--- config.mk ---
export PLATFORM = sky130hd
export DESIGN_NAME = wb_to_obi_bridge_flat
export DESIGN_NICKNAME = d
export VERILOG_FILES = /design/src/rtl/soric_bridge_pkg.sv /design/src/rtl/wb_to_obi_bridge_if.sv /design/src/rtl/bridge_timeout_cnt.sv /design/src/rtl/wb_to_obi_bridge.sv /design/src/flat_wrapper.sv
export SDC_FILE = /design/constraint.sdc
export NUM_CORES = 1
export LEC_CHECK = 0
export BUFFER_PORTS_ARGS = -buffer_cell sky130_fd_sc_hd__buf_2
export CAP_MARGIN = 20
export CORE_ASPECT_RATIO = 1.5
export CORE_MARGIN = 4
export CORE_UTILIZATION = 45
export CTS_CLUSTER_DIAMETER = 200
export CTS_CLUSTER_SIZE = 16
export DETAILED_ROUTE_END_ITERATION = 7
export PLACE_DENSITY_LB_ADDON = 0.12
export SLEW_MARGIN = 15
export SYNTH_ARGS = -nofsm -noshare
export SYNTH_HDL_FRONTEND = slang
export SYNTH_SLANG_ARGS = --single-unit
--- constraint.sdc ---
create_clock -name clk_i -period 2.1 [get_ports clk_i]
set_clock_uncertainty 0.05 [all_clocks]
set_input_delay 0.315 -clock clk_i [delete_from_list [all_inputs] [get_ports clk_i]]
set_output_delay 0.315 -clock clk_i [all_outputs]
set_load 0.01 [all_outputs]
--- src/rtl/soric_bridge_pkg.sv ---
// Shared constants for the Wishbone-to-req/gnt bridge: FSM encoding and the
// read data returned on a grant timeout.
package soric_bridge_pkg;

  // FSM state encoding
  localparam logic [1:0] ST_IDLE    = 2'd0;
  localparam logic [1:0] ST_REQ     = 2'd1;
  localparam logic [1:0] ST_WAIT_RV = 2'd2;
  localparam logic [1:0] ST_ACK     = 2'd3;

  // Read data handed back to the Wishbone master when the grant never arrives
  localparam logic [31:0] TIMEOUT_RDATA = 32'hDEAD_BEEF;

  // Width of a saturating counter able to hold the value max_val
  function automatic int cnt_width(input int max_val);
    return (max_val < 1) ? 1 : $clog2(max_val + 1);
  endfunction

endpackage

--- src/rtl/wb_to_obi_bridge_if.sv ---
// Bus bundle for the bridge: Wishbone-classic slave side plus the
// req/gnt/rvalid interconnect master side and the timeout flag.
interface wb_to_obi_bridge_if #(
  parameter int ADDR_WIDTH = 14,
  parameter int DATA_WIDTH = 32
);

  // Wishbone side
  logic                      wbs_stb_i;
  logic                      wbs_cyc_i;
  logic                      wbs_we_i;
  logic [DATA_WIDTH/8-1:0]   wbs_sel_i;
  logic [31:0]               wbs_adr_i;
  logic [DATA_WIDTH-1:0]     wbs_dat_i;
  logic                      wbs_ack_o;
  logic [DATA_WIDTH-1:0]     wbs_dat_o;

  // Interconnect side
  logic                      data_req_o;
  logic [ADDR_WIDTH-1:0]     data_addr_o;
  logic                      data_we_o;
  logic [DATA_WIDTH/8-1:0]   data_be_o;
  logic [DATA_WIDTH-1:0]     data_wdata_o;
  logic                      data_gnt_i;
  logic                      data_rvalid_i;
  logic [DATA_WIDTH-1:0]     data_rdata_i;

  // Abort indication
  logic                      timeout_o;

  // The bridge itself: Wishbone slave, interconnect master
  modport slave (
    input  wbs_stb_i, wbs_cyc_i, wbs_we_i, wbs_sel_i, wbs_adr_i, wbs_dat_i,
    input  data_gnt_i, data_rvalid_i, data_rdata_i,
    output wbs_ack_o, wbs_dat_o,
    output data_req_o, data_addr_o, data_we_o, data_be_o, data_wdata_o,
    output timeout_o
  );

  // The environment: Wishbone master plus interconnect responder
  modport master (
    output wbs_stb_i, wbs_cyc_i, wbs_we_i, wbs_sel_i, wbs_adr_i, wbs_dat_i,
    output data_gnt_i, data_rvalid_i, data_rdata_i,
    input  wbs_ack_o, wbs_dat_o,
    input  data_req_o, data_addr_o, data_we_o, data_be_o, data_wdata_o,
    input  timeout_o
  );

endinterface

--- src/rtl/bridge_timeout_cnt.sv ---
// Saturating grant-timeout counter. Cleared when a request starts, counts
// every request cycle without a grant, and flags expiry once it has reached
// GNT_TIMEOUT. It never wraps, so a stalled request stays expired.
module bridge_timeout_cnt
  import soric_bridge_pkg::*;
#(
  parameter int GNT_TIMEOUT = 255
) (
  input  logic clk_i,
  input  logic reset_ni,
  input  logic clr,
  input  logic en,
  output logic expired
);

  localparam int                CNT_W   = cnt_width(GNT_TIMEOUT);
  localparam logic [CNT_W-1:0]  CNT_MAX = CNT_W'(GNT_TIMEOUT);

  logic [CNT_W-1:0] r_cnt;

  // Count request cycles without grant, holding at the limit
  always_ff @(posedge clk_i or negedge reset_ni) begin
    if (!reset_ni) begin
      r_cnt <= '0;
    end else if (clr) begin
      r_cnt <= '0;
    end else if (en && (r_cnt != CNT_MAX)) begin
      r_cnt <= r_cnt + CNT_W'(1);
    end
  end

  assign expired = (r_cnt == CNT_MAX);

endmodule

--- src/rtl/wb_to_obi_bridge.sv ---
// Wishbone-classic slave to req/gnt/rvalid master bridge. Each Wishbone
// access is registered, issued as exactly one interconnect request, and
// answered with a single-cycle ack carrying registered read data. A grant
// timeout aborts requests to unmapped or stalled slaves so the management
// core cannot hang. All outputs come straight from flops.
module wb_to_obi_bridge
  import soric_bridge_pkg::*;
#(
  parameter int ADDR_WIDTH  = 14,
  parameter int DATA_WIDTH  = 32,
  parameter int GNT_TIMEOUT = 255
) (
  input  logic             clk_i,
  input  logic             reset_ni,
  wb_to_obi_bridge_if.slave bus
);

  localparam int BE_W = DATA_WIDTH / 8;

  logic [1:0]            r_state;
  logic [1:0]            w_state_nxt;

  logic [ADDR_WIDTH-1:0] r_addr;
  logic                  r_we;
  logic [BE_W-1:0]       r_be;
  logic [DATA_WIDTH-1:0] r_wdata;
  logic                  r_req;
  logic                  r_ack;
  logic [DATA_WIDTH-1:0] r_rdata;
  logic                  r_timeout;

  logic                  w_start;
  logic                  w_in_req;
  logic                  w_expired;
  logic                  w_abort;
  logic                  w_cnt_en;

  // A new access is only taken from IDLE; stb outside IDLE is ignored
  assign w_start  = (r_state == ST_IDLE) & bus.wbs_stb_i & bus.wbs_cyc_i;
  assign w_in_req = (r_state == ST_REQ);
  // Grant wins over an expiry in the same cycle
  assign w_abort  = w_in_req & ~bus.data_gnt_i & w_expired;
  assign w_cnt_en = w_in_req & ~bus.data_gnt_i;

  bridge_timeout_cnt #(
    .GNT_TIMEOUT (GNT_TIMEOUT)
  ) u_timeout_cnt (
    .clk_i    (clk_i),
    .reset_ni (reset_ni),
    .clr      (w_start),
    .en       (w_cnt_en),
    .expired  (w_expired)
  );

  // Next-state logic; gnt/rvalid only matter in REQ and WAIT_RV
  always_comb begin
    w_state_nxt = r_state;
    case (r_state)
      ST_IDLE: begin
        if (w_start) w_state_nxt = ST_REQ;
      end
      ST_REQ: begin
        if (bus.data_gnt_i) begin
          w_state_nxt = bus.data_rvalid_i ? ST_ACK : ST_WAIT_RV;
        end else if (w_expired) begin
          w_state_nxt = ST_ACK;
        end
      end
      ST_WAIT_RV: begin
        if (bus.data_rvalid_i) w_state_nxt = ST_ACK;
      end
      ST_ACK: begin
        w_state_nxt = ST_IDLE;
      end
      default: begin
        w_state_nxt = ST_IDLE;
      end
    endcase
  end

  // FSM state register
  always_ff @(posedge clk_i or negedge reset_ni) begin
    if (!reset_ni) begin
      r_state <= ST_IDLE;
    end else begin
      r_state <= w_state_nxt;
    end
  end

  // Capture the Wishbone access; fields stay stable until the next access
  always_ff @(posedge clk_i or negedge reset_ni) begin
    if (!reset_ni) begin
      r_addr  <= '0;
      r_we    <= 1'b0;
      r_be    <= '0;
      r_wdata <= '0;
    end else if (w_start) begin
      r_addr  <= bus.wbs_adr_i[ADDR_WIDTH-1:0];
      r_we    <= bus.wbs_we_i;
      r_be    <= bus.wbs_sel_i;
      r_wdata <= bus.wbs_dat_i;
    end
  end

  // Handshake flags registered from the next state so they align with it
  always_ff @(posedge clk_i or negedge reset_ni) begin
    if (!reset_ni) begin
      r_req     <= 1'b0;
      r_ack     <= 1'b0;
      r_timeout <= 1'b0;
    end else begin
      r_req     <= (w_state_nxt == ST_REQ);
      r_ack     <= (w_state_nxt == ST_ACK);
      r_timeout <= w_abort;
    end
  end

  // Load ack data: abort pattern, zero for writes, else interconnect rdata
  always_ff @(posedge clk_i or negedge reset_ni) begin
    if (!reset_ni) begin
      r_rdata <= '0;
    end else if (w_state_nxt == ST_ACK && r_state != ST_ACK) begin
      if (w_abort) begin
        r_rdata <= DATA_WIDTH'(TIMEOUT_RDATA);
      end else if (r_we) begin
        r_rdata <= '0;
      end else begin
        r_rdata <= bus.data_rdata_i;
      end
    end
  end

  // Upper Wishbone address bits are outside the interconnect window
  generate
    if (ADDR_WIDTH < 32) begin : g_unused_adr
      logic w_unused_adr;
      assign w_unused_adr = ^bus.wbs_adr_i[31:ADDR_WIDTH];
    end
  endgenerate

  assign bus.data_req_o   = r_req;
  assign bus.data_addr_o  = r_addr;
  assign bus.data_we_o    = r_we;
  assign bus.data_be_o    = r_be;
  assign bus.data_wdata_o = r_wdata;
  assign bus.wbs_ack_o    = r_ack;
  assign bus.wbs_dat_o    = r_rdata;
  assign bus.timeout_o    = r_timeout;

endmodule

--- src/flat_wrapper.sv ---
// flat-port wrapper written by rule: the top's interface ports become plain ports
module wb_to_obi_bridge_flat import soric_bridge_pkg::*;
#(
  parameter int ADDR_WIDTH  = 14,
  parameter int DATA_WIDTH  = 32,
  parameter int GNT_TIMEOUT = 255
)
  (clk_i, reset_ni, bus_wbs_stb_i, bus_wbs_cyc_i, bus_wbs_we_i, bus_wbs_sel_i, bus_wbs_adr_i, bus_wbs_dat_i, bus_data_gnt_i, bus_data_rvalid_i, bus_data_rdata_i, bus_wbs_ack_o, bus_wbs_dat_o, bus_data_req_o, bus_data_addr_o, bus_data_we_o, bus_data_be_o, bus_data_wdata_o, bus_timeout_o);
  wb_to_obi_bridge_if #(.ADDR_WIDTH(ADDR_WIDTH), .DATA_WIDTH(DATA_WIDTH)) bus_i ();
  input  logic clk_i;
  input  logic reset_ni;
  input wire logic [$bits(bus_i.wbs_stb_i)-1:0] bus_wbs_stb_i;
  input wire logic [$bits(bus_i.wbs_cyc_i)-1:0] bus_wbs_cyc_i;
  input wire logic [$bits(bus_i.wbs_we_i)-1:0] bus_wbs_we_i;
  input wire logic [$bits(bus_i.wbs_sel_i)-1:0] bus_wbs_sel_i;
  input wire logic [$bits(bus_i.wbs_adr_i)-1:0] bus_wbs_adr_i;
  input wire logic [$bits(bus_i.wbs_dat_i)-1:0] bus_wbs_dat_i;
  input wire logic [$bits(bus_i.data_gnt_i)-1:0] bus_data_gnt_i;
  input wire logic [$bits(bus_i.data_rvalid_i)-1:0] bus_data_rvalid_i;
  input wire logic [$bits(bus_i.data_rdata_i)-1:0] bus_data_rdata_i;
  output wire logic [$bits(bus_i.wbs_ack_o)-1:0] bus_wbs_ack_o;
  output wire logic [$bits(bus_i.wbs_dat_o)-1:0] bus_wbs_dat_o;
  output wire logic [$bits(bus_i.data_req_o)-1:0] bus_data_req_o;
  output wire logic [$bits(bus_i.data_addr_o)-1:0] bus_data_addr_o;
  output wire logic [$bits(bus_i.data_we_o)-1:0] bus_data_we_o;
  output wire logic [$bits(bus_i.data_be_o)-1:0] bus_data_be_o;
  output wire logic [$bits(bus_i.data_wdata_o)-1:0] bus_data_wdata_o;
  output wire logic [$bits(bus_i.timeout_o)-1:0] bus_timeout_o;
  assign bus_i.wbs_stb_i = bus_wbs_stb_i;
  assign bus_i.wbs_cyc_i = bus_wbs_cyc_i;
  assign bus_i.wbs_we_i = bus_wbs_we_i;
  assign bus_i.wbs_sel_i = bus_wbs_sel_i;
  assign bus_i.wbs_adr_i = bus_wbs_adr_i;
  assign bus_i.wbs_dat_i = bus_wbs_dat_i;
  assign bus_i.data_gnt_i = bus_data_gnt_i;
  assign bus_i.data_rvalid_i = bus_data_rvalid_i;
  assign bus_i.data_rdata_i = bus_data_rdata_i;
  assign bus_wbs_ack_o = bus_i.wbs_ack_o;
  assign bus_wbs_dat_o = bus_i.wbs_dat_o;
  assign bus_data_req_o = bus_i.data_req_o;
  assign bus_data_addr_o = bus_i.data_addr_o;
  assign bus_data_we_o = bus_i.data_we_o;
  assign bus_data_be_o = bus_i.data_be_o;
  assign bus_data_wdata_o = bus_i.data_wdata_o;
  assign bus_timeout_o = bus_i.timeout_o;
  wb_to_obi_bridge #(.ADDR_WIDTH(ADDR_WIDTH), .DATA_WIDTH(DATA_WIDTH), .GNT_TIMEOUT(GNT_TIMEOUT)) u_core (.clk_i(clk_i), .reset_ni(reset_ni), .bus(bus_i));
endmodule
; ---- Word-level counts from Yosys, hierarchy flattened
; Index checks and enable logic that the tools add are counted.
; W data, S select, Z words.
[totals]
reg_bits = 96
out_inout_bits = 86
[classes]
n_reduce_logical = 4
n_bitwise = 5
eq_ne = 8
mux = 10
addsub = 1
[ops]
columns = op, n
row1 = $mux W32, 2
row2 = $mux W8, 2
row3 = $add A8 B1 Y8 const B, 1
row4 = $eq A8 B8 Y1 const B, 1
row5 = $mux W2, 4
row6 = $ne A8 B8 Y1 const B, 1
row7 = $pmux W2 S4, 1
row8 = $eq A2 B2 Y1 const B, 3
row9 = $and A1 B1 Y1, 4
row10 = $eq A2 B1 Y1 const B, 2
row11 = $logic_and A1 B1 Y1, 2
row12 = $logic_not A2 Y1, 1
row13 = $ne A2 B2 Y1 const B, 1
row14 = $reduce_bool A2 Y1, 1
row15 = $mux W1, 1
row16 = $not A1 Y1, 1

; ---- Logic depth before layout (Yosys ltp)
; Gate-level depths: netlist of run 1.
[depth]
depth_word = 7
ltp_mapped = 7
ltp_nobuf = 6

; ---- Cells and area by module
; From an unflattened synthesis of run 1, not the netlist that was laid out.
[unflattened]
cells_unflattened = 307
area_unflattened_um2 = 4186.5
[by_module_without_submodules]
columns = mod, instances, seq_area_each_um2, area_per_inst_um2, cells_each
row1 = wb_to_obi_bridge, 1, 2202.1, 3712.3, 260
row2 = bridge_timeout_cnt, 1, 200.2, 474.2, 47

; ---- Least setup slack after synthesis of run 1
; OpenSTA, ideal clock, no wires.
[synth_timing]
path_type = register to register
start = register u_core.u_timeout_cnt.r_cnt[0]
end = register u_core.r_rdata[10] (netlist: u_core.bus.wbs_dat_o[10])
n_path_buf = 1
slack_ns = 0.238
required_ns = 1.917
arrival_time_ns = 1.679
synth_period_minus_slack_ns = 1.862
stages_incl_launch_ff = 8
path_cell_list = dfrtp_1 > ha_1 > and4_1 > a211o_1 > nand3_2 > inv_2 > buf_4 > a2bb2oi_1
[synth_via]
elab_chain_cells = 6
[synth_lines]
columns = element, line
row1 = start: declaration, bridge_timeout_cnt.sv:19  ; logic [CNT_W-1:0] r_cnt;
row2 = start signal: assignment, bridge_timeout_cnt.sv:28  ; r_cnt <= r_cnt + CNT_W'(1);
row3 = $eq A8 B8 Y1 *, bridge_timeout_cnt.sv:32  ; assign expired = (r_cnt == CNT_MAX);
row4 = $mux W2, wb_to_obi_bridge.sv:65  ; end else if (w_expired) begin
row5 = $mux W2, wb_to_obi_bridge.sv:63  ; if (bus.data_gnt_i) begin
row6 = $pmux W2 S4, wb_to_obi_bridge.sv:58  ; case (r_state)
row7 = $eq A2 B2 Y1, wb_to_obi_bridge.sv:122  ; end else if (w_state_nxt == ST_ACK && r_state != ST_ACK) begin
row8 = $logic_and A1 B1 Y1, wb_to_obi_bridge.sv:122
row9 = end signal: assignment, wb_to_obi_bridge.sv:124  ; r_rdata <= DATA_WIDTH'(TIMEOUT_RDATA);
row10 = end signal: assignment, wb_to_obi_bridge.sv:128  ; r_rdata <= bus.data_rdata_i;
row11 = end: declaration, wb_to_obi_bridge.sv:29  ; logic [DATA_WIDTH-1:0] r_rdata;
; Every way passes the cells marked *; elsewhere a longest branch is shown, timed or not.
; A chain may end at the register's enable or synchronous reset.

; ---- Final worst setup path of run 1
[layout_timing]
start = register u_core.u_timeout_cnt.r_cnt[0]
end = register u_core.r_rdata[4] (netlist: u_core.bus.wbs_dat_o[4])
; The elaborated chain is that of the path after synthesis.

==> results summary, run 1 <==
The total setup violations reported at the end of the flow is 0. The vias after detailed routing came out at 2,824. The worst path in the final design needs a cycle of around 1800 ps, including I/O delays and setup. The post-detailed-placement half-perimeter wirelength is approximately 6500 um.

The total standard cell area after synthesis is between 3000 and 4000 um^2. The data arrival time at the worst-slack endpoint is roughly 2000 ps. The post-synthesis average cell area is between 10 and 15 um^2.

Clock-pin slew was measured on the worst setup and hold paths at ~70 ps. The most common library cell in the layout ignoring fill and taps is buf_2. The most common flop cell mapped by yosys is dfrtp_1.

The net count of the mapped netlist is 378. For this design, the slowest cell found on the critical path is dfrtp_1. Row generation in the floorplan step produced between 40 and 50 rows. The number of DRC violations after detailed-routing iteration 0 came out at 105.

For this run, the post-layout net count is 557. In this run the critical register-to-register path is launched from u_core.u_timeout_cnt.r_cnt[0]. The Yosys warning count came out at 0.

For this run, the total global-route usage over all layers was measured as between 10% and 20%. The area fraction of the dominant cell type after synthesis came out at 62.60%. The total overflow reported by the global router came out at 0.

The ratio of routed vias to standard cells came out at approximately 5.0. The slew of the pin with the lowest slew margin came out at between 600 and 700 ps. The tightest slew margin relative to the limit is a little under three fifths. The total wire length after detailed routing is slightly below 9000 um. The final hold violation count came to 0. The number of sinks handled by clock tree synthesis came out at 96. The H-tree was split into 3 levels.

The min-delay analysis places its worst path in the category in -> reg. The remaining design rule violation count came out at 0. By area the synthesized netlist is led by dfrtp_1 (63%), mux2_2 (12%), a2bb2oi_1 (5.5%). The startpoint identified for the worst hold timing path is bus_data_rdata_i[17]. The count of unique library cells instantiated by Yosys is 39. In the layout the commonest cells are buf_2 (173), dfrtp_1 (96), mux2_2 (40). The worst-case vdd ir drop is about 0.00086 V. TritonCTS built the clock tree. The horizontal die dimension is between 80 and 90 um. The setup TNS after final layout is 0 ps. The required time reported for the critical path endpoint came out at 2270 ps. The worst setup path is captured at a flip-flop. Power spread over the standard cell area amounts to between 1500 and 2000 nW/um^2.

The number of nets with antenna violations after detailed routing is 0. The final estimated routing congestion in global placement came out at 0.7988. Dividing the detail-routed wire length by the instance count gives around 16 um. For this design the static power due to leakage is 2.541 nW. The pre-antenna-repair detailed-routing pass consisted of 4 iterations. The floorplan step set the die height to between 100 and 150 um. The via count of the first global-routing pass is roughly 3,000.

The critical path is of the reg -> reg type. The number of instances in the synthesized netlist came out at 270. The count of maximum capacitance violations is 0. The biggest cell delay along the critical path is about 400 ps.

The max-slew violation count is 0. The longest clock path from root to sink contains 2 buffers. The clock insertion delay at the later pin of the skew report came out at 330 ps. The number of enable-type register cells in the synthesized netlist is 0. The number of placed I/O pins came out at approximately 190. The number of standard cells in the layout, taps in and fillers out is between 500 and 600. After detailed placement, the design holds a cell count of approximately 540. The post-CTS setup buffer count is 0. The fmax came out at 543.0 MHz. The largest fanout of any net on the critical path is 8. The layout cell share with drive strength beyond 1 is 53.52%. The share of the core filled with cells in the final layout is 61.95%. From synthesis to final layout, the design area changed by 34.99%. The clock buffer count from CTS came out at 9. The biggest area contributor in the post-synthesis netlist is dfrtp_1. The run finished with clean final reports. The core region area is 8362 um^2. Entering global routing, the biggest net connects 60 pins. The floorplan step defined a die boundary enclosing 10,100 um^2. The timing startpoint of the critical path is u_core.u_timeout_cnt.r_cnt[0]. The share of the Yosys chip area taken by registers is 62.60%. The repair_antennas step left the layout with diodes totalling 0. The starting density of the core is between 40% and 50%. The count of buffer and inverter cells on the critical path came out at 1. The final period utilization is between 80 and 90%.

The launching element type of the critical path is a flip-flop. The critical path goes through ha_1 -> and4_1 -> a211o_1 -> nand3_2 -> buf_4 -> a22o_1. The flop and latch count out of synthesis is 96.

The initial antenna violation count came to 0. The kind of cell with the highest combined delay along the critical path is simple AND/OR/NAND/NOR gates. Clock tree synthesis selected as its root buffer the cell clkbuf_16.

The global-route wire length before repair is 14,410 um. The count of port buffers added during placement is 174. After synthesis, the share of flip-flops with an asynchronous set or reset is 100.0%. Setup repair after global routing left no endpoint under its margin.
path summary, 6_finish.rpt:
kind	cells past startpoint	slack (ps)	end
min	2	140	u_core.bus.wbs_dat_o[17]
max reg2reg	6	260	u_core.bus.wbs_dat_o[4]
max in group asynchronous	3	960	u_core.bus.data_wdata_o[17]
max	6	260	u_core.bus.wbs_dat_o[4]
min in group asynchronous	2	440	u_core.bus.wbs_dat_o[7]
min reg2reg	1	440	u_core.bus.data_wdata_o[4]
worst reg2reg max path, cell delays in order (launching register included):
cell	delay, ps
dfrtp_1	400
ha_1	260
and4_1	310
a211o_1	170
nand3_2	110
buf_4	190
a22o_1	230
final cells by class:
| class | instances | area, um^2 |
|---|---|---|
| Clock buffer | 9 | 225.2 |
| Clock inverter | 7 | 80.08 |
| Fill cell | 692 | 3182 |
| Inverter | 2 | 10.01 |
| Multi-Input combinational cell | 159 | 1375 |
| Sequential cell | 96 | 2402 |
| Tap cell | 107 | 133.9 |
| Timing Repair Buffer | 181 | 953.4 |
kinds of logic (layout without fill, tap and decap cells):
family	after synthesis	count (layout)	share of synthesized area, %
flip-flops	96	96	62.60
AND/OR/NAND/NOR	58	58	8.902
adder cells (fa/ha/maj)	1	1	0.3260
buffers and inverters	15	199	1.858
AO/OA/AOI/OAI	44	44	10.14
XOR/XNOR	3	3	0.6848
multiplexers	53	53	15.49
registers in the layout (all words and copies together), names as in the netlist:
register	count
u_core.bus.data_addr_o	14
u_core.bus.data_be_o	4
u_core.bus.data_req_o	1
u_core.bus.data_wdata_o	32
u_core.bus.data_we_o	1
u_core.bus.timeout_o	1
u_core.bus.wbs_ack_o	1
u_core.bus.wbs_dat_o	32
u_core.r_state	2
u_core.u_timeout_cnt.r_cnt	8
where the power goes:
group / internal (mW) / switching, mW
combinational: 1.57 / 1.40
clock: 0.937 / 0.704
sequential: 2.72 / 0.516
total: 5.23 / 2.61
stage by stage:
step / power, mW / instance area (um^2) / setup slack [ps] / hold WS [ps]
6_report: 7.848 / 5180 / 258.2 / 143.5
5_1_grt: 8.392 / 5180 / 60.89 / 133.8
2_1_floorplan: 4.984 / 3837 / 237.7 / -30.59
3_5_place_dp: 6.295 / 4862 / 162.2 / 262.1
3_3_place_gp: 6.176 / 4862 / 230.6 / 262.4
4_1_cts: 7.963 / 5177 / 144.8 / 132.4
synthesized netlist by cell type, drive strengths merged, types with 2 or more instances:
cell type and count:
clkbuf 4, a21oi 3, nand2 6, a2bb2oi 24, inv 2, dfrtp 96, nor2 5, mux2 51
xnor2 2, nand3 7, a211oi 3, nand2b 28, buf 9, a22o 8, nor2b 3, mux2i 2
metal layers:
layer	part of all wire, %	vias up	track usage, %
li1	-	1326	-
met5	0	-	0
met4	2.1	0	7.873
met3	8.0	14	5.163
met2	49	118	29.17
met1	40	1366	22.12
what timing repair did:
item / 4_1_cts / 5_1_grt
gates resized for setup: 0 / 2
setup endpoints to repair: 0 / 17
hold buffers: 1 / 0
hold endpoints to repair: 36 / 0
(Power assumes the default switching activity.)
==> run 2: changes to the inputs <==
ABC_AREA = 1   (was unset)
CORE_UTILIZATION = 47   (was 45)
==> run 2 against run 1 <==
  * Non-clock buffer count up 1
  * Die area increased by 3.4%
  * Sequential power shrank 7.4%
  * First-iteration DRC count rose by 48%
  * Total power shrank 5.8%
  * Clock power fell by 7%
  * Routed wire length is 16% higher
  * Setup slack improved by 10 ps
  * Synthesized cell count increased by 87%
  * Sequential share of layout area shrank 1.7 points
  * Highest routed layer unchanged
==> results summary, run 2 <==
Along the worst path, the maximum fanout reaches 24. The number of nets in the synthesized netlist is 613. The kind of critical path is reg -> reg. The synthesized design contains 96 register bits. STA classifies the critical path endpoint as a flip-flop. The tightest slew margin relative to the limit is ~64%. For this design, the slowest cell found on the critical path is dfrtp_1. The total area inside the core boundary comes to between 8000 and 9000 um^2. The number of enable-type register cells in the synthesized netlist came out at 0. The count of unique library cells instantiated by Yosys is 24. The net count of the finished layout is just under 800. The data arrival time at the worst-slack endpoint came out at about 2000 ps. TritonCTS built the clock tree. Multiplexer cells account for 0% of the synthesized area. The starting density of the core is roughly half. The remaining design rule violation count came out at 0.

The H-tree depth reported by CTS came out at 3. The sequential share of power came out at 40.6%. The leading area contributor after synthesis is dfrtp_1. The post-synthesis average cell area is roughly 8 um^2. The root buffer cell chosen for the clock tree is clkbuf_16. The clock network accounts for just over 20% of the total power.

The clock buffer count from CTS came out at 9. The count of maximum capacitance violations is 0. The total overflow reported by the global router is 0.

Among all flip-flop cells after synthesis, the most frequent one is dfrtp_1. Clock tree synthesis found a total of 96 sinks. Relative to the synthesized area, the layout overhead comes to 29.45%.

The number of instances in the synthesized netlist is ~510. The height of the chip came out at roughly 120 um. The routed length per placed instance came out at about 13 um. Port buffering added ~170 buffers.

Overall power consumption after layout is estimated at approximately 7.4 mW. By instance count, the leading cell after synthesis is nand2_1. The share of total power consumed by net switching came out at approximately two fifths. The number of placed I/O pins came out at 193. The share of flip-flops with an asynchronous set or reset after synthesis came out at 100.0%. The static leakage came out at 3.350 nW. The cell that appears most often on the critical path is nand2_2. The vias after detailed routing is ~3,700.

The number of DRC violations after detailed-routing iteration 0 came out at about 160. The library cell used most frequently in the layout, excluding fill and tap cells, is nand2_1. The total setup violations reported at the end of the flow is 0. In the final layout, the share of cells above drive strength 1 is between 30% and 40%.

Setup repair after global routing left no endpoint under its margin. Walking the worst path, the cells encountered are ha_1 -> nand2_2 -> nor2_4 -> nand2_4 -> nand2_2 -> nand2_2 -> nor2_4 -> buf_12 -> nand2_1 -> nand2_1. The Yosys warning count came out at 0.

After clock tree synthesis, the flow added hold-fix buffers numbering 1. The xor-xnor portion of the synthesized cell area is less than 1%. The switching component of the power came out at 2.826 mW. The area fraction of the dominant cell type after synthesis came out at between 50 and 60%. The total standard cell area after synthesis came out at between 4000 and 5000 um^2.

The instance area after placement came out at between 5000 and 6000 um^2. The first global-routing pass estimated approximately 17,000 um of wire. The via count of the first global-routing pass is ~3,500. After clock tree synthesis, the setup repair step added 0 buffers. The flow ran to the end, and the final reports show no timing, DRC or antenna violations. At the pin with the least slew margin, the transition time is ~550 ps. In the finished design, the share of the clock period the worst path needs comes to between 80% and 90%. The post-cts resize count is 0. Summing the sequential cell areas from Yosys gives about 58% of the chip area. The required time reported for the critical path endpoint came out at approximately 2300 ps. By area the synthesized netlist is led by dfrtp_1 (58%), nand2_1 (29%), buf_6 (1.6%). From left edge to right edge, the die measures between 80 and 90 um. The portion of total power attributed to combinational logic came out at around two fifths. The clock passes through at most 2 buffers.

The worst setup path is launched from a flip-flop. The number of nets with antenna violations after detailed routing is 0. In the layout the commonest cells are nand2_1 (325), buf_2 (173), dfrtp_1 (96).

The die covers between 10,000 and 15,000 um^2. The setup TNS after final layout is 0 ps. At the later pin of the worst-skew pair, clock insertion delay measures 340 ps. The largest net degree at the start of global routing is 55. The power density relative to cell area is 1374 nW/um^2. The ratio of routed vias to standard cells came out at around 4.7. The smallest clock period supported by the final layout is computed as ~1800 ps. The finished cells cover around 5400 um^2. By count the netlist is led by nand2_1 (325), dfrtp_1 (96), nor2_1 (16), inv_1 (12), clkbuf_1 (7). The number of iterations in the first detailed-routing pass came out at 5. The min-delay analysis places its worst path in the category in -> reg. The simple-gate portion of the synthesized area is a little over a third. After clock tree synthesis, the clock-pin slew on the worst setup and hold paths is 60 ps. The number of antenna diodes in the final layout is 0. The max-slew violation count is 0. The initial antenna violation count is 0. For this run, the slowest stage of the critical path takes approximately 380 ps.

The dominant combinational cell family by area after synthesis is simple AND/OR/NAND/NOR gates. The post-synthesis adder-cell area fraction came out at less than 1%. The final hold violation count came to 0. The post-detailed-placement half-perimeter wirelength came out at between 7000 and 8000 um. Row generation in the floorplan step produced 41 rows.

The post-synthesis compound-gate area fraction is less than 1%. The total wire length after detailed routing came out at between 10,000 and 15,000 um. The combined global-route utilization of all metal layers is roughly a fifth. The worst-case vdd ir drop is around 0.00083 V.

Static timing analysis puts the maximum clock frequency at around 550 MHz. The cell-internal power is approximately 4.6 mW. The final estimated routing congestion in global placement is 0.8369.
-- run 2: changes by cell type after synthesis, moves of 8 or more --
cell	before	now
inv_1	1	12
mux2_1	11	0
mux2_2	40	0
nand2b_1	28	0
a2bb2oi_1	24	0
a22o_1	8	0
nand2_1	6	325
nor2_1	5	16
-- run 2: power by group through the flow --
stage / logic [mW] / registers, mW / clock network (mW)
final: 2.86 / 3.00 / 1.53
after floorplan: 1.47 / 3.35 / 0
after CTS: 2.92 / 3.00 / 1.58
after global routing: 3.26 / 3.09 / 1.66
after global placement: 2.84 / 2.99 / 0
after detailed placement: 2.92 / 3.01 / 0
-- run 2: layout make-up --
| cell class | count | area [um^2] |
|---|---|---|
| clock buffers | 12 | 256.5 |
| clock inverters | 4 | 28.78 |
| fillers | 803 | 3137 |
| inverters | 14 | 52.55 |
| multi-input cells | 372 | 1544 |
| flip-flops and latches | 96 | 2402 |
| well taps | 107 | 133.9 |
| repair buffers | 182 | 960.9 |
-- run 2: through the flow --
stage,instances,utilization [%],hold slack (ps),setup slack (ps)
CTS,787,63.16,109.0,247.0
global placement,770,59.70,286.9,325.2
global route,787,63.16,122.4,113.9
floorplan,505,-,-30.59,567.5
detailed placement,770,59.70,295.8,269.2
finish,787,63.16,123.1,268.4
-- run 2: path summary, 6_finish.rpt --
kind / from / to / cells past startpoint / slack [ps]
max: u_core.u_timeout_cnt.r_cnt[0] / u_core.bus.wbs_dat_o[25] / 10 / 270
min reg2reg: u_core.bus.data_wdata_o[29] / u_core.bus.data_wdata_o[29] / 2 / 410
min: bus_wbs_dat_i[29] / u_core.bus.data_wdata_o[29] / 3 / 120
max in group asynchronous: reset_ni / u_core.bus.wbs_dat_o[14] / 3 / 920
min in group asynchronous: reset_ni / u_core.bus.wbs_dat_o[9] / 2 / 460
max reg2reg: u_core.u_timeout_cnt.r_cnt[0] / u_core.bus.wbs_dat_o[25] / 10 / 270
-- run 2: cell families (layout without fill, tap and decap cells) --
group,Yosys count,after routing
compound gates,5,5
xor+xnor,4,4
fa+ha+maj,1,1
simple gates,362,362
flops,96,96
buf+inv,37,212
-- run 2: metal layers --
metal  track usage [%]  wire length [um]  vias to the layer above  share of wire [%]
li1                  -                 -                     1856                  -
met1             25.19              4140                     1653                 41
met2             33.04              4931                      136                 49
met3             5.400               817                       18                8.1
met4             8.416               212                        0                2.1
met5                 0                 0                        -                  0
-- run 2: worst max-delay path: cells and delay by family, from the launching register on --
family        cells  cell delay [ps]
simple gates      8              910
flops             1              380
fa+ha+maj         1              210
buf+inv           1              210
==> run 3: changes to the inputs <==
SYNTH_HIERARCHICAL = 1   (was unset)
==> run 3 against run 2 <==
  * Sequential cell count is the same
  * Final area grew 2.2%
  * Final cell count grew 2.4%
  * Clock power is essentially flat
  * Sequential power grew 5%
  * Largest cell class unchanged
==> results summary, run 3 <==
The global-route wire length before repair is about 17,000 um. The H-tree depth reported by CTS came out at 3. The largest net degree at the start of global routing came out at 55.

The number of iterations in the first detailed-routing pass is 4. The most common library cell in the layout ignoring fill and taps is nand2_1. The vias after detailed routing came out at around 3,900.

The worst setup path is of the reg -> reg kind. In the synthesized netlist, the cells that appear most often are nand2_1 (299), dfrtp_1 (96), nand3_1 (43), inv_1 (18), nor2_1 (17). The clock buffer count from CTS came out at 9. The flow ran to the end, and the final reports show no timing, DRC or antenna violations. The static leakage is ~3.3 nW.

Clock latency on the worst-skew pair, taken at its later pin, is between 300 and 400 ps. The hold path depth came out at 3. The max-slew violation count came out at 0.

Setup repair after global routing left no endpoint under its margin. The flop and latch count out of synthesis is 96. The share of synthesized area occupied by flip-flops and latches came out at 56.86%. The worst hold slack after final layout came out at 120.9 ps. The multi-input gate area in the final layout came out at 1623 um^2.

The via count of the first global-routing pass is 3,686. The count of maximum capacitance violations came out at 0. The most frequently used cell type in the post-synthesis netlist is nand2_1. The share of flip-flops with an asynchronous set or reset after synthesis is 100.0%.

The slowest stage of the critical path belongs to the cell dfrtp_1. The slew of the pin with the lowest slew margin came out at 499.1 ps. The final estimated routing congestion in global placement is about 0.85. The core region area came out at about 9000 um^2. The area of all sequential standard cells came out at around 2400 um^2. The layout cell share with drive strength beyond 1 is between 30% and 40%.

The clock tree from TritonCTS is built. In this run the biggest area consumer among cell types represents a little under three fifths of the synthesized area. Each instance of the synthesized netlist takes up on average 8.126 um^2. The cell area that synthesis handed to floorplanning was roughly 4200 um^2. The required time reported for the critical path endpoint came out at ~2300 ps. In the layout the commonest cells are nand2_1 (299), buf_2 (173), dfrtp_1 (96). The post-CTS clock slew at the launch and capture registers of the worst setup and hold paths came out at 70 ps.

The number of diodes added for antenna fixing came out at 0. The leading area contributor after synthesis is dfrtp_1. The cell count after synthesis came out at 520.

The starting density of the core is around half. In the post-synthesis netlist, the biggest area contributors are dfrtp_1 (57%), nand2_1 (27%), nand3_1 (5.1%). The setup TNS after final layout came out at 0 ps.

Counting cells, the worst reg-to-reg path comes to 10. Counting the fill cells in the layout gives roughly 800. The post-CTS setup buffer count is 0. For this run, the total global-route usage over all layers was measured as between 10% and 20%. In this run the worst hold path is classified as in -> reg. The worst-case vdd ir drop is around 0.00070 V.

The cell at the root of the clock tree is clkbuf_16. The Yosys warning count is 6. The shortest clock period the worst path allows after layout is a little under 2000 ps.

The launching element type of the critical path is a flip-flop. The final hold violation count is 0. After detailed routing, the average wire length per cell comes to 12.82 um. The data arrival time at the worst-slack endpoint came out at about 2200 ps.

The total overflow left after global routing is 0. The initial antenna violation count came out at 0. The net count of the mapped netlist came out at 628. The horizontal die dimension came out at about 85 um. The area growth from synthesis to final layout came out at 30.06%. The number of nets with antenna violations after detailed routing came out at 0. After synthesis, the netlist uses 27 different library cells. The height of the chip came out at about 120 um. The number of enable-type register cells in the synthesized netlist came out at 0. The post-detailed-placement half-perimeter wirelength came out at between 7000 and 8000 um. The tightest slew margin relative to the limit came out at between 60% and 70%. The most used cell along the critical path is nand2_1. Traced cell by cell, the critical path runs through ha_1 -> nand2_2 -> nor2_2 -> nand2_1 -> inv_1 -> nor2_1 -> o21ai_4 -> buf_12 -> nand3_1 -> nand2_1.

The power density relative to cell area is around 1500 nW/um^2. The detailed router finished its first iteration with between 100 and 150 violations. The buffer levels on the longest clock path came out at 2. The total wire length after detailed routing came out at between 10,000 and 15,000 um. The count of standard-cell rows is between 40 and 50. Port buffering added around 170 buffers. The total setup violations reported at the end of the flow is 0. For this run, the leading register cell type out of synthesis is dfrtp_1. Based on the critical path, the design can be clocked at up to 511.4 MHz. The net count of the finished layout came out at approximately 800. The number of sinks handled by clock tree synthesis came out at 96. The remaining design rule violation count is 0. On the worst path, the slowest cell contributes a delay of ~380 ps. Of all nets on the critical path, the largest fanout is 33.

The kind of end point of the critical path is a flip-flop. The final period utilization came out at between 90 and 100%. The full die area came out at roughly 11,000 um^2.

193 I/O pins were placed. The ratio of routed vias to standard cells came out at 4.779.
run 3: cell count changes after synthesis, moves of 3 or more:
| cell | before | now |
|---|---|---|
| nand3_1 | 6 | 43 |
| nand2_1 | 325 | 299 |
| buf_1 | 1 | 4 |
| buf_6 | 6 | 3 |
| nor2_2 | 0 | 3 |
| inv_1 | 12 | 18 |
| buf_2 | 3 | 8 |
run 3: cells by family (layout without fill, tap and decap cells):
group | count (synthesis) | in the layout | synth area share (%)
AND/OR/NAND/NOR | 372 | 372 | 36.10
flip-flops | 96 | 96 | 56.86
buffers and inverters | 43 | 219 | 4.945
AO/OA/AOI/OAI | 5 | 5 | 1.185
XOR/XNOR | 3 | 3 | 0.6220
adder cells (fa/ha/maj) | 1 | 1 | 0.2961
run 3: area by class of cell:
| cell class | instances | share of cell area (%) |
|---|---|---|
| well taps | 110 | 2.505 |
| multi-input cells | 381 | 29.53 |
| repair buffers | 184 | 17.76 |
| clock inverters | 4 | 0.5237 |
| inverters | 19 | 1.298 |
| clock buffers | 12 | 4.668 |
| flip-flops and latches | 96 | 43.72 |
run 3: routing by layer:
metal	track usage [%]	vias to the layer above	wire length, um	part of all wire [%]
met2	33.07	158	4935	48
li1	-	1926	-	-
met5	0	-	0	0
met3	5.625	12	1008	9.8
met1	23.17	1756	4209	41
met4	7.030	0	177	1.7
run 3: critical path: cells and delay by family, from the launching register on:
kind | cells | cell delay, ps
AND/OR/NAND/NOR | 6 | 660
buffers and inverters | 2 | 340
flip-flops | 1 | 380
AO/OA/AOI/OAI | 1 | 240
adder cells (fa/ha/maj) | 1 | 210
run 3: metrics by stage:
step | total power [mW] | setup slack, ps | std cells | utilization [%] | instance area (um^2)
after floorplan | 5.153 | 325.9 | 520 | - | 4225
after global placement | 6.417 | 134.6 | 789 | 59.15 | 5191
after detailed placement | 6.506 | 101.7 | 789 | 59.15 | 5191
after CTS | 8.083 | 85.21 | 806 | 62.52 | 5487
after global routing | 8.625 | 1.143 | 806 | 62.62 | 5495
final | 7.974 | 144.5 | 806 | 62.62 | 5495
run 3: worst paths after layout:
| check | start | to | slack (ps) |
|---|---|---|---|
| worst min-delay path | bus_wbs_dat_i[5] | u_core/bus.data_wdata_o[5] | 120 |
| worst min register to register | u_core/bus.wbs_dat_o[11] | u_core/bus.wbs_dat_o[11] | 420 |
| min in group asynchronous | reset_ni | u_core/u_timeout_cnt/r_cnt[3] | 340 |
| worst max register to register | u_core/u_timeout_cnt/r_cnt[0] | u_core/bus.wbs_dat_o[7] | 140 |
| max in group asynchronous | reset_ni | u_core/bus.data_wdata_o[1] | 1070 |
| worst max-delay path | u_core/u_timeout_cnt/r_cnt[0] | u_core/bus.wbs_dat_o[7] | 140 |
run 3: power by group:
group	total, mW	switching, mW	internal, mW
Clock	1.52	0.655	0.867
Combinational	3.29	2.03	1.26
Sequential	3.16	0.438	2.72
Total	7.97	3.13	4.85
run 3: repair_timing:
| item | in CTS | in global routing |
|---|---|---|
| setup endpoints to repair | 0 | 32 |
| hold buffers | 1 | 0 |
| resized for setup | 0 | 1 |
| hold endpoints to repair | 15 | 0 |
